$ cat src/rtl/uart_tx_fifo.sv
`default_nettype none
// ============================================================================
// Module   : uart_tx_fifo
// Purpose  : Buffered asynchronous serial transmitter. Words are accepted over
//            a valid/ready handshake into a circular FIFO. Each word is sent
//            as start bit, DATA_BITS data bits (LSB first), an optional
//            even/odd parity bit and STOP_BITS stop bits. Bit timing comes
//            from an internal clock divider.
// Revision : 1.0 - initial release
// ============================================================================
module uart_tx_fifo #(
  parameter int DATA_BITS    = 8,
  parameter int CLKS_PER_BIT = 16,
  parameter int STOP_BITS    = 1,
  parameter int FIFO_DEPTH   = 4,
  parameter int CNT_W        = 3
) (
  input  logic                 Clock,
  input  logic                 reset_,
  input  logic [DATA_BITS-1:0] tx_data,
  input  logic                 tx_valid,
  output logic                 tx_ready,
  input  logic [1:0]           parity_mode,
  output logic                 Serial_out,
  output logic                 busy,
  output logic [CNT_W-1:0]     fifo_count
);

  localparam int PTR_W = $clog2(FIFO_DEPTH);
  localparam int DIV_W = $clog2(CLKS_PER_BIT);

  localparam logic [DIV_W-1:0] DIV_LAST  = DIV_W'(CLKS_PER_BIT - 1);
  localparam logic [3:0]       DATA_LAST = 4'(DATA_BITS - 1);
  localparam logic [3:0]       STOP_LAST = 4'(STOP_BITS - 1);
  localparam logic [CNT_W-1:0] CNT_FULL  = CNT_W'(FIFO_DEPTH);

  typedef enum logic [2:0] {
    IDLE   = 3'd0,
    START  = 3'd1,
    DATA   = 3'd2,
    PARITY = 3'd3,
    STOP   = 3'd4
  } state_t;

  // FIFO storage and pointers
  logic [DATA_BITS-1:0] mem [FIFO_DEPTH];
  logic [PTR_W-1:0]     wr_ptr;
  logic [PTR_W-1:0]     rd_ptr;
  logic [DATA_BITS-1:0] head;

  // Serialiser state
  state_t               state;
  logic [DATA_BITS-1:0] shift_reg;
  logic [3:0]           bit_idx;
  logic [DIV_W-1:0]     div_cnt;
  logic                 par_en;
  logic                 par_bit;

  logic push;
  logic pop;
  logic div_last;
  logic stop_done;

  assign head      = mem[rd_ptr];
  assign tx_ready  = (fifo_count != CNT_FULL);
  assign push      = tx_valid && tx_ready;
  assign div_last  = (div_cnt == DIV_LAST);
  // Last cycle of the final stop bit: the slot where a queued word can be
  // popped so the next start bit follows without an idle cycle.
  assign stop_done = (state == STOP) && div_last && (bit_idx == STOP_LAST);
  assign pop       = (fifo_count != '0) && ((state == IDLE) || stop_done);
  assign busy      = (state != IDLE);

  // FIFO storage write; contents need no reset because the count gates reads
  always_ff @(posedge Clock) begin
    if (push) begin
      mem[wr_ptr] <= tx_data;
    end
  end

  // FIFO pointers and occupancy; a simultaneous push and pop keeps the count
  always_ff @(posedge Clock) begin
    if (reset_) begin
      wr_ptr     <= '0;
      rd_ptr     <= '0;
      fifo_count <= '0;
    end else begin
      if (push) begin
        wr_ptr <= wr_ptr + 1'b1;
      end
      if (pop) begin
        rd_ptr <= rd_ptr + 1'b1;
      end
      case ({push, pop})
        2'b10:   fifo_count <= fifo_count + CNT_W'(1);
        2'b01:   fifo_count <= fifo_count - CNT_W'(1);
        default: fifo_count <= fifo_count;
      endcase
    end
  end

  // Frame sequencer: the state walks the frame and Serial_out is registered
  // one bit ahead, so each slot lasts exactly CLKS_PER_BIT cycles
  always_ff @(posedge Clock) begin
    if (reset_) begin
      state      <= IDLE;
      Serial_out <= 1'b1;
      shift_reg  <= '0;
      bit_idx    <= '0;
      div_cnt    <= '0;
      par_en     <= 1'b0;
      par_bit    <= 1'b0;
    end else begin
      case (state)
        IDLE: begin
          Serial_out <= 1'b1;
        end
        START: begin
          if (div_last) begin
            div_cnt    <= '0;
            bit_idx    <= '0;
            Serial_out <= shift_reg[0];
            state      <= DATA;
          end else begin
            div_cnt <= div_cnt + 1'b1;
          end
        end
        DATA: begin
          if (div_last) begin
            div_cnt <= '0;
            if (bit_idx == DATA_LAST) begin
              bit_idx <= '0;
              if (par_en) begin
                Serial_out <= par_bit;
                state      <= PARITY;
              end else begin
                Serial_out <= 1'b1;
                state      <= STOP;
              end
            end else begin
              shift_reg  <= shift_reg >> 1;
              Serial_out <= shift_reg[1];
              bit_idx    <= bit_idx + 1'b1;
            end
          end else begin
            div_cnt <= div_cnt + 1'b1;
          end
        end
        PARITY: begin
          if (div_last) begin
            div_cnt    <= '0;
            bit_idx    <= '0;
            Serial_out <= 1'b1;
            state      <= STOP;
          end else begin
            div_cnt <= div_cnt + 1'b1;
          end
        end
        STOP: begin
          if (div_last) begin
            div_cnt <= '0;
            if (bit_idx == STOP_LAST) begin
              bit_idx    <= '0;
              Serial_out <= 1'b1;
              state      <= IDLE;
            end else begin
              bit_idx <= bit_idx + 1'b1;
            end
          end else begin
            div_cnt <= div_cnt + 1'b1;
          end
        end
        default: begin
          Serial_out <= 1'b1;
          state      <= IDLE;
        end
      endcase

      // Loading a new word overrides the IDLE / end-of-stop behaviour above.
      // Parity is taken from the whole popped word and the mode is frozen
      // here so later parity_mode changes only affect the next frame.
      if (pop) begin
        shift_reg  <= head;
        par_en     <= (parity_mode == 2'b01) || (parity_mode == 2'b10);
        par_bit    <= (^head) ^ (parity_mode == 2'b10);
        div_cnt    <= '0;
        bit_idx    <= '0;
        Serial_out <= 1'b0;
        state      <= START;
      end
    end
  end

endmodule
`default_nettype wire

$ cat config.mk
export PLATFORM = sky130hd
export DESIGN_NAME = uart_tx_fifo
export DESIGN_NICKNAME = d
export VERILOG_FILES = /design/src/rtl/uart_tx_fifo.sv
export SDC_FILE = /design/constraint.sdc
export NUM_CORES = 1
export LEC_CHECK = 0
export CAP_MARGIN = 20
export CORE_ASPECT_RATIO = 1.5
export CORE_UTILIZATION = 52
export CTS_CLUSTER_DIAMETER = 100
export DETAILED_ROUTE_END_ITERATION = 7
export PLACE_DENSITY = 0.74
export SYNTH_ARGS = -nofsm -noshare
export SYNTH_HDL_FRONTEND = slang
export SYNTH_SLANG_ARGS = --single-unit
$ cat constraint.sdc
create_clock -name Clock -period 3.2 [get_ports Clock]
set_clock_uncertainty 0.1 [all_clocks]
set_input_delay 0.64 -clock Clock [delete_from_list [all_inputs] [get_ports Clock]]
set_output_delay 0.64 -clock Clock [all_outputs]
set_load 0.005 [all_outputs]
## After elaboration in Yosys (flattened, before gate mapping)

Memory sizes are Yosys's and may differ from the RTL's. A register that Yosys moved wholly into a read port is not among the register bits.
Index checks and enable logic that the tools add are counted.

| operators by class | value |
|---|---|
| bitwise logic cells | 2 |
| add/subtract/negate cells | 6 |
| reductions and logical operators | 23 |
| equal/unequal tests | 26 |
| multiplexer cells | 34 |

Operator list:

| kind | count |
|---|---|
| $mux W8 | 4 |
| $mux W4 | 6 |
| $mux W3 | 7 |
| $ne A3 B3 Y1 const B | 6 |
| $pmux W3 S5 | 1 |
| $ne A2 B2 Y1 const B | 7 |
| $reduce_and A7 Y1 | 2 |
| $pmux W4 S3 | 1 |
| $mux W1 | 11 |
| $reduce_bool A3 Y1 | 3 |
| $add A4 B1 Y4 const B | 2 |
| $reduce_xor A8 Y1 | 1 |
| $eq A3 B2 Y1 const B | 2 |
| $pmux W3 S2 | 1 |
| $reduce_bool A2 Y1 | 3 |
| $reduce_and A5 Y1 | 1 |
| $add A2 B1 Y2 const B | 2 |
| $eq A2 B1 Y1 const B | 2 |
| $eq A2 B2 Y1 const B | 2 |
| $eq A4 B3 Y1 const B | 1 |
| $eq A4 B4 Y1 const B | 1 |
| $logic_and A1 B1 Y1 | 4 |
| $logic_not A4 Y1 | 1 |
| $mux W2 | 2 |
| 15 further kinds | 18 |

| word-level totals | value |
|---|---|
| output and inout port bits | 6 |
| flip-flop bits (word level) | 29 |
| bits of input ports | 13 |
| memories | 1 |
| memory bits (writable) | 32 |

Memory list:

| name | depth | width | read ports | clocked after Yosys merged registers in | write ports | line | RTL |
|---|---|---|---|---|---|---|---|
| mem | 4 | 8 | 1 | 1 | 1 | 46 | `logic [DATA_BITS-1:0] mem [FIFO_DEPTH];` |

## Longest topological paths before layout

| depth | value |
|---|---|
| word-level depth | 7 |
| gate-level depth with buffers | 14 |

## Worst setup path before layout

No wires, ideal clock.

| path | value |
|---|---|
| path kind | register -> register |
| start | register bit_idx[1] |
| end | register fifo_count[2] |
| required time | 3.030 ns |
| slack | 0.170 ns |
| cell stages (with the launch flop) | 15 |
| clock period less this slack | 3.030 ns |
| data arrival time | 2.859 ns |
| cells stage by stage | dfxtp_1 -> inv_1 -> ha_1 -> nor3b_1 -> a21boi_0 -> or2_2 -> clkbuf_1 -> inv_1 -> buf_2 -> ha_1 -> inv_1 -> fa_1 -> xor2_1 -> or3_1 -> a21oi_1 |

| on the way | value |
|---|---|
| longest elaborated chain between the ends | 6 |
| elaborated cells between the ends (all ways) | 8 |

RTL lines:

| item | line | RTL |
|---|---|---|
| from (decl) | 54 | `logic [3:0] bit_idx;` |
| from (signal assigned) | 143 | `bit_idx <= bit_idx + 1'b1;` |
| from (signal assigned) | 167 | `bit_idx <= bit_idx + 1'b1;` |
| $logic_not A4 Y1 * | 70 | `assign stop_done = (state == STOP) && div_last && (bit_idx == STOP_LAST);` |
| $logic_and A1 B1 Y1 * | 70 |  |
| $logic_or A1 B1 Y1 * | 71 | `assign pop = (fifo_count != '0) && ((state == IDLE) \|\| stop_done);` |
| $logic_and A1 B1 Y1 * | 71 |  |
| net pop | 60 | `logic pop;` |
| $eq A2 B1 Y1 or $eq A2 B2 Y1 (tied branches) | 94 | `case ({push, pop})` |
| $pmux W3 S2 or $reduce_bool A2 Y1 (tied branches) | - |  |
| to (signal assigned) | 95 | `2'b10: fifo_count <= fifo_count + CNT_W'(1);` |
| to (signal assigned) | 96 | `2'b01: fifo_count <= fifo_count - CNT_W'(1);` |
| to (signal assigned) | 97 | `default: fifo_count <= fifo_count;` |
| to (decl) | 26 | `output logic [CNT_W-1:0] fifo_count` |

Mark *: on every way through the listed nets, which the timed path passes. The rest lies on a longest branch.
A chain may end at the register's enable or synchronous reset.

## Worst setup path in the final report

| path | value |
|---|---|
| start | register bit_idx[1] |
| end | register fifo_count[2] |

| on the way | value |
|---|---|
| longest elaborated chain between the ends | 6 |
| elaborated cells between the ends (all ways) | 8 |

RTL lines:

| item | line |
|---|---|
| $logic_not A4 Y1 * | 70 |
| $logic_and A1 B1 Y1 * | 70 |
| $logic_or A1 B1 Y1 * | 71 |
| $logic_and A1 B1 Y1 * | 71 |
| $eq A2 B1 Y1 or $eq A2 B2 Y1 (tied branches) | 94 |
| $pmux W3 S2 or $reduce_bool A2 Y1 (tied branches) | - |

Every way passes the cells marked *; elsewhere a longest branch is shown, timed or not.

==> flow_summary.toml <==
[run_status]
status = "finished, final reports clean"

[clock_tree]
holdBufCountCts = 0
cts.reportedPaths.clkPinSlew_ps = 80
cts_sinks = 63
cts_max_level = 3
cts_buffers = 9
cts-root-buf = "clkbuf_8"
tritoncts = "done"
insertion_delay_ps = 340
ctsLongestPathBuffers = 2

[power_and_ir_drop]
switching_share_pct = 30.8
sequentialPowerShare_pct = 41.4
p_comb_share_pct = 29.0
p_leak_nw = 1.21
power_density_nw_per_um2 = 779
p_sw_w = 0.000811
ir_worst_vdd_mv = 0.581
intPower_w = 0.00182
p_clk_share_pct = 29.6

[placement]
port_buffers = 18
hpwl_mm = 3.80
gp_congestion = 0.801
dpl_worst_slack_ps = 285

[sta]
fin_crit_sh_pct = 87.0
worst_slew_pin_slew_ps = 688
relSlewSlack_pct = 53.9
tns_ps = 0
hold_viol_final = 0
min_period_ps = 2780
slew_viol_final = 0
max_freq_mhz = 359
finalSetupViolations = 0
grt_setup_unrepaired = "false"
worst_slack_ps = 418

[die]
dieArea_um2 = 5840
die_x_um = 62.8
core_area_um2 = 5250
die_h_um = 93.1
rows = 32
ios = 19
start_util_pct = 54.9

[finish]
syn_to_final_growth_pct = 17.4
largest_register_ffs = 32
drive_gt1_share_pct = 11.1
layout_common_cells = "edfxtp_1 (32), dfxtp_1 (31), a21oi_1 (21), nor2_1 (20), clkdlybuf4s50_1 (18)"
final_common_cell = "edfxtp_1"
fin_util_pct = 64.4
antenna_cells = 0
final_nets = 298

[critical_path]
worstReg2RegStart = "bit_idx[1]$_SDFFE_PP0P_"
required_ps = 3370
r2r_slack_ps = 420
worstPathArrival_ps = 2950
critPathMaxFanout = 5
critPathCaptureType = "flop"
cp-start-kind = "flop"
r2r_cells = 12
rr_endpoint = "fifo_count[2]$_SDFFE_PP0P_"
worstSetupPathType = "flop to flop"

[synth]
ys_ff_latch = 63
syn_area_um2 = 2880
yosysTopAreaCellShare_pct = 33.4
synthTopCellsByArea = "edfxtp_1 (33%), dfxtp_1 (22%), mux4_1 (5.5%), ha_1 (3.9%), a21oi_1 (3.7%)"
ys_seq_area_share_pct = 54.9
synth_cells = 251
synthesis.nets = 274
async_flop_share_pct = 0
synth_cell_type_count = 47
synth_largest_area_cell = "edfxtp_1"
synth-edff-count = 32
synth_ff_type = "edfxtp_1"
yosysWarningCount = 0
synth_area_per_cell_um2 = 11.5

[routing]
drtAntennaViolNets = 0
remaining_drc_errors = 0
first_iter_violations = 90
vias_per_cell = 5.74
routed_wl_mm = 5.31
wl_per_cell_um = 15.3
via_count = 1997
first_pass_iters = 4

[global_route]
grt_max_degree = 20
grtUsageTotal_pct = 21.0
grt_pass1_wl_mm = 9.16
grt_pass1_vias = 2018
antenna_found_initial = 0
overflow = 0

[min_path]
worstHoldStart = "shift_reg[7]$_SDFFE_PP0P_"
min_path_cells = 2
holdPathEnd = "shift_reg[7]$_SDFFE_PP0P_"
min_path_type = "flop to flop"

[flow_run]
maxCapViolations = 0
[worst max path at each step]
stage / end / start
after floorplan: fifo_count[2]$_SDFFE_PP0P_ / bit_idx[1]$_SDFFE_PP0P_
final: fifo_count[2]$_SDFFE_PP0P_ / bit_idx[1]$_SDFFE_PP0P_
after detailed placement: fifo_count[2]$_SDFFE_PP0P_ / bit_idx[1]$_SDFFE_PP0P_
after CTS: fifo_count[2]$_SDFFE_PP0P_ / bit_idx[1]$_SDFFE_PP0P_
after global routing: fifo_count[2]$_SDFFE_PP0P_ / bit_idx[0]$_SDFFE_PP0P_
after global placement: fifo_count[2]$_SDFFE_PP0P_ / bit_idx[1]$_SDFFE_PP0P_
[timing repair]
| item | in CTS | in global routing |
|---|---|---|
| setup endpoints to repair | 0 | 1 |
| setup buffers | 0 | 0 |
| resized for setup | 0 | 1 |
[cells in the mapped netlist, drive strengths merged (2+ instances only)]
library cell / count
o21ai: 8
edfxtp: 32
and3: 5
dfxtp: 31
a41oi: 2
mux4: 8
and2: 2
a211oi: 2
nor2: 21
or3: 3
or4b: 2
nand3b: 3
nor3b: 2
nand3: 14
nor2b: 2
a311oi: 2
xnor2: 6
clkbuf: 11
nand2: 16
xor2: 5
a22oi: 5
nor4: 2
nand4: 2
ha: 9
nor3: 3
a21boi: 2
buf: 2
a21oi: 21
inv: 12
o211ai: 4
[power groups by stage]
| stage | registers [W] | logic, W | clock network, W |
|---|---|---|---|
| detailed placement | 0.00111 | 0.000770 | 0 |
| finish | 0.00109 | 0.000763 | 0.000779 |
| global placement | 0.00110 | 0.000747 | 0 |
| global route | 0.00111 | 0.000854 | 0.000831 |
| CTS | 0.00109 | 0.000772 | 0.000794 |
| floorplan | 0.00106 | 0.000599 | 0 |
[worst max-delay path, cell delays in order (launching register included)]
cell	delay (ps)
dfxtp_1	360
inv_1	100
ha_1	140
nor3b_2	230
a21boi_0	200
or2_2	320
inv_1	80
ha_1	170
inv_1	60
fa_1	370
xor2_1	150
or3_1	300
a21oi_1	140
[layout make-up]
type / count / area (um^2)
Clock buffer: 9 / 124
Inverter: 12 / 45.0
Tap cell: 68 / 85.1
Fill cell: 437 / 1870
Clock inverter: 7 / 104
Multi-Input combinational cell: 163 / 1200
Sequential cell: 63 / 1580
Timing Repair Buffer: 26 / 240
[layer usage]
layer  track usage (%)  wire [um]  up-vias
li1                  -          -      985
met1              22.9       2140      958
met2              37.0       2900       42
met3              5.37        139       12
met4              11.6        134        0
met5                 0          0        -
[metrics by stage]
step	hold WS, ps	instance area [um^2]	std cells	total power, W
floorplan	348	2880	251	0.00166
global placement	356	3150	332	0.00185
detailed placement	367	3150	332	0.00188
CTS	378	3370	348	0.00266
global route	406	3380	348	0.00279
finish	379	3380	348	0.00263
[cells by family (layout without fill, tap and decap cells)]
kind of cell / count (synthesis) / in the layout / synth area share, %
flip-flops: 63 / 63 / 54.9
XOR/XNOR: 12 / 12 / 4.13
adder cells (fa/ha/maj): 10 / 10 / 4.61
AND/OR/NAND/NOR: 80 / 80 / 14.0
multiplexers: 9 / 9 / 7.39
AO/OA/AOI/OAI: 52 / 52 / 11.3
buffers and inverters: 25 / 54 / 3.56
No activity file was read; power rests on OpenSTA's default activity.
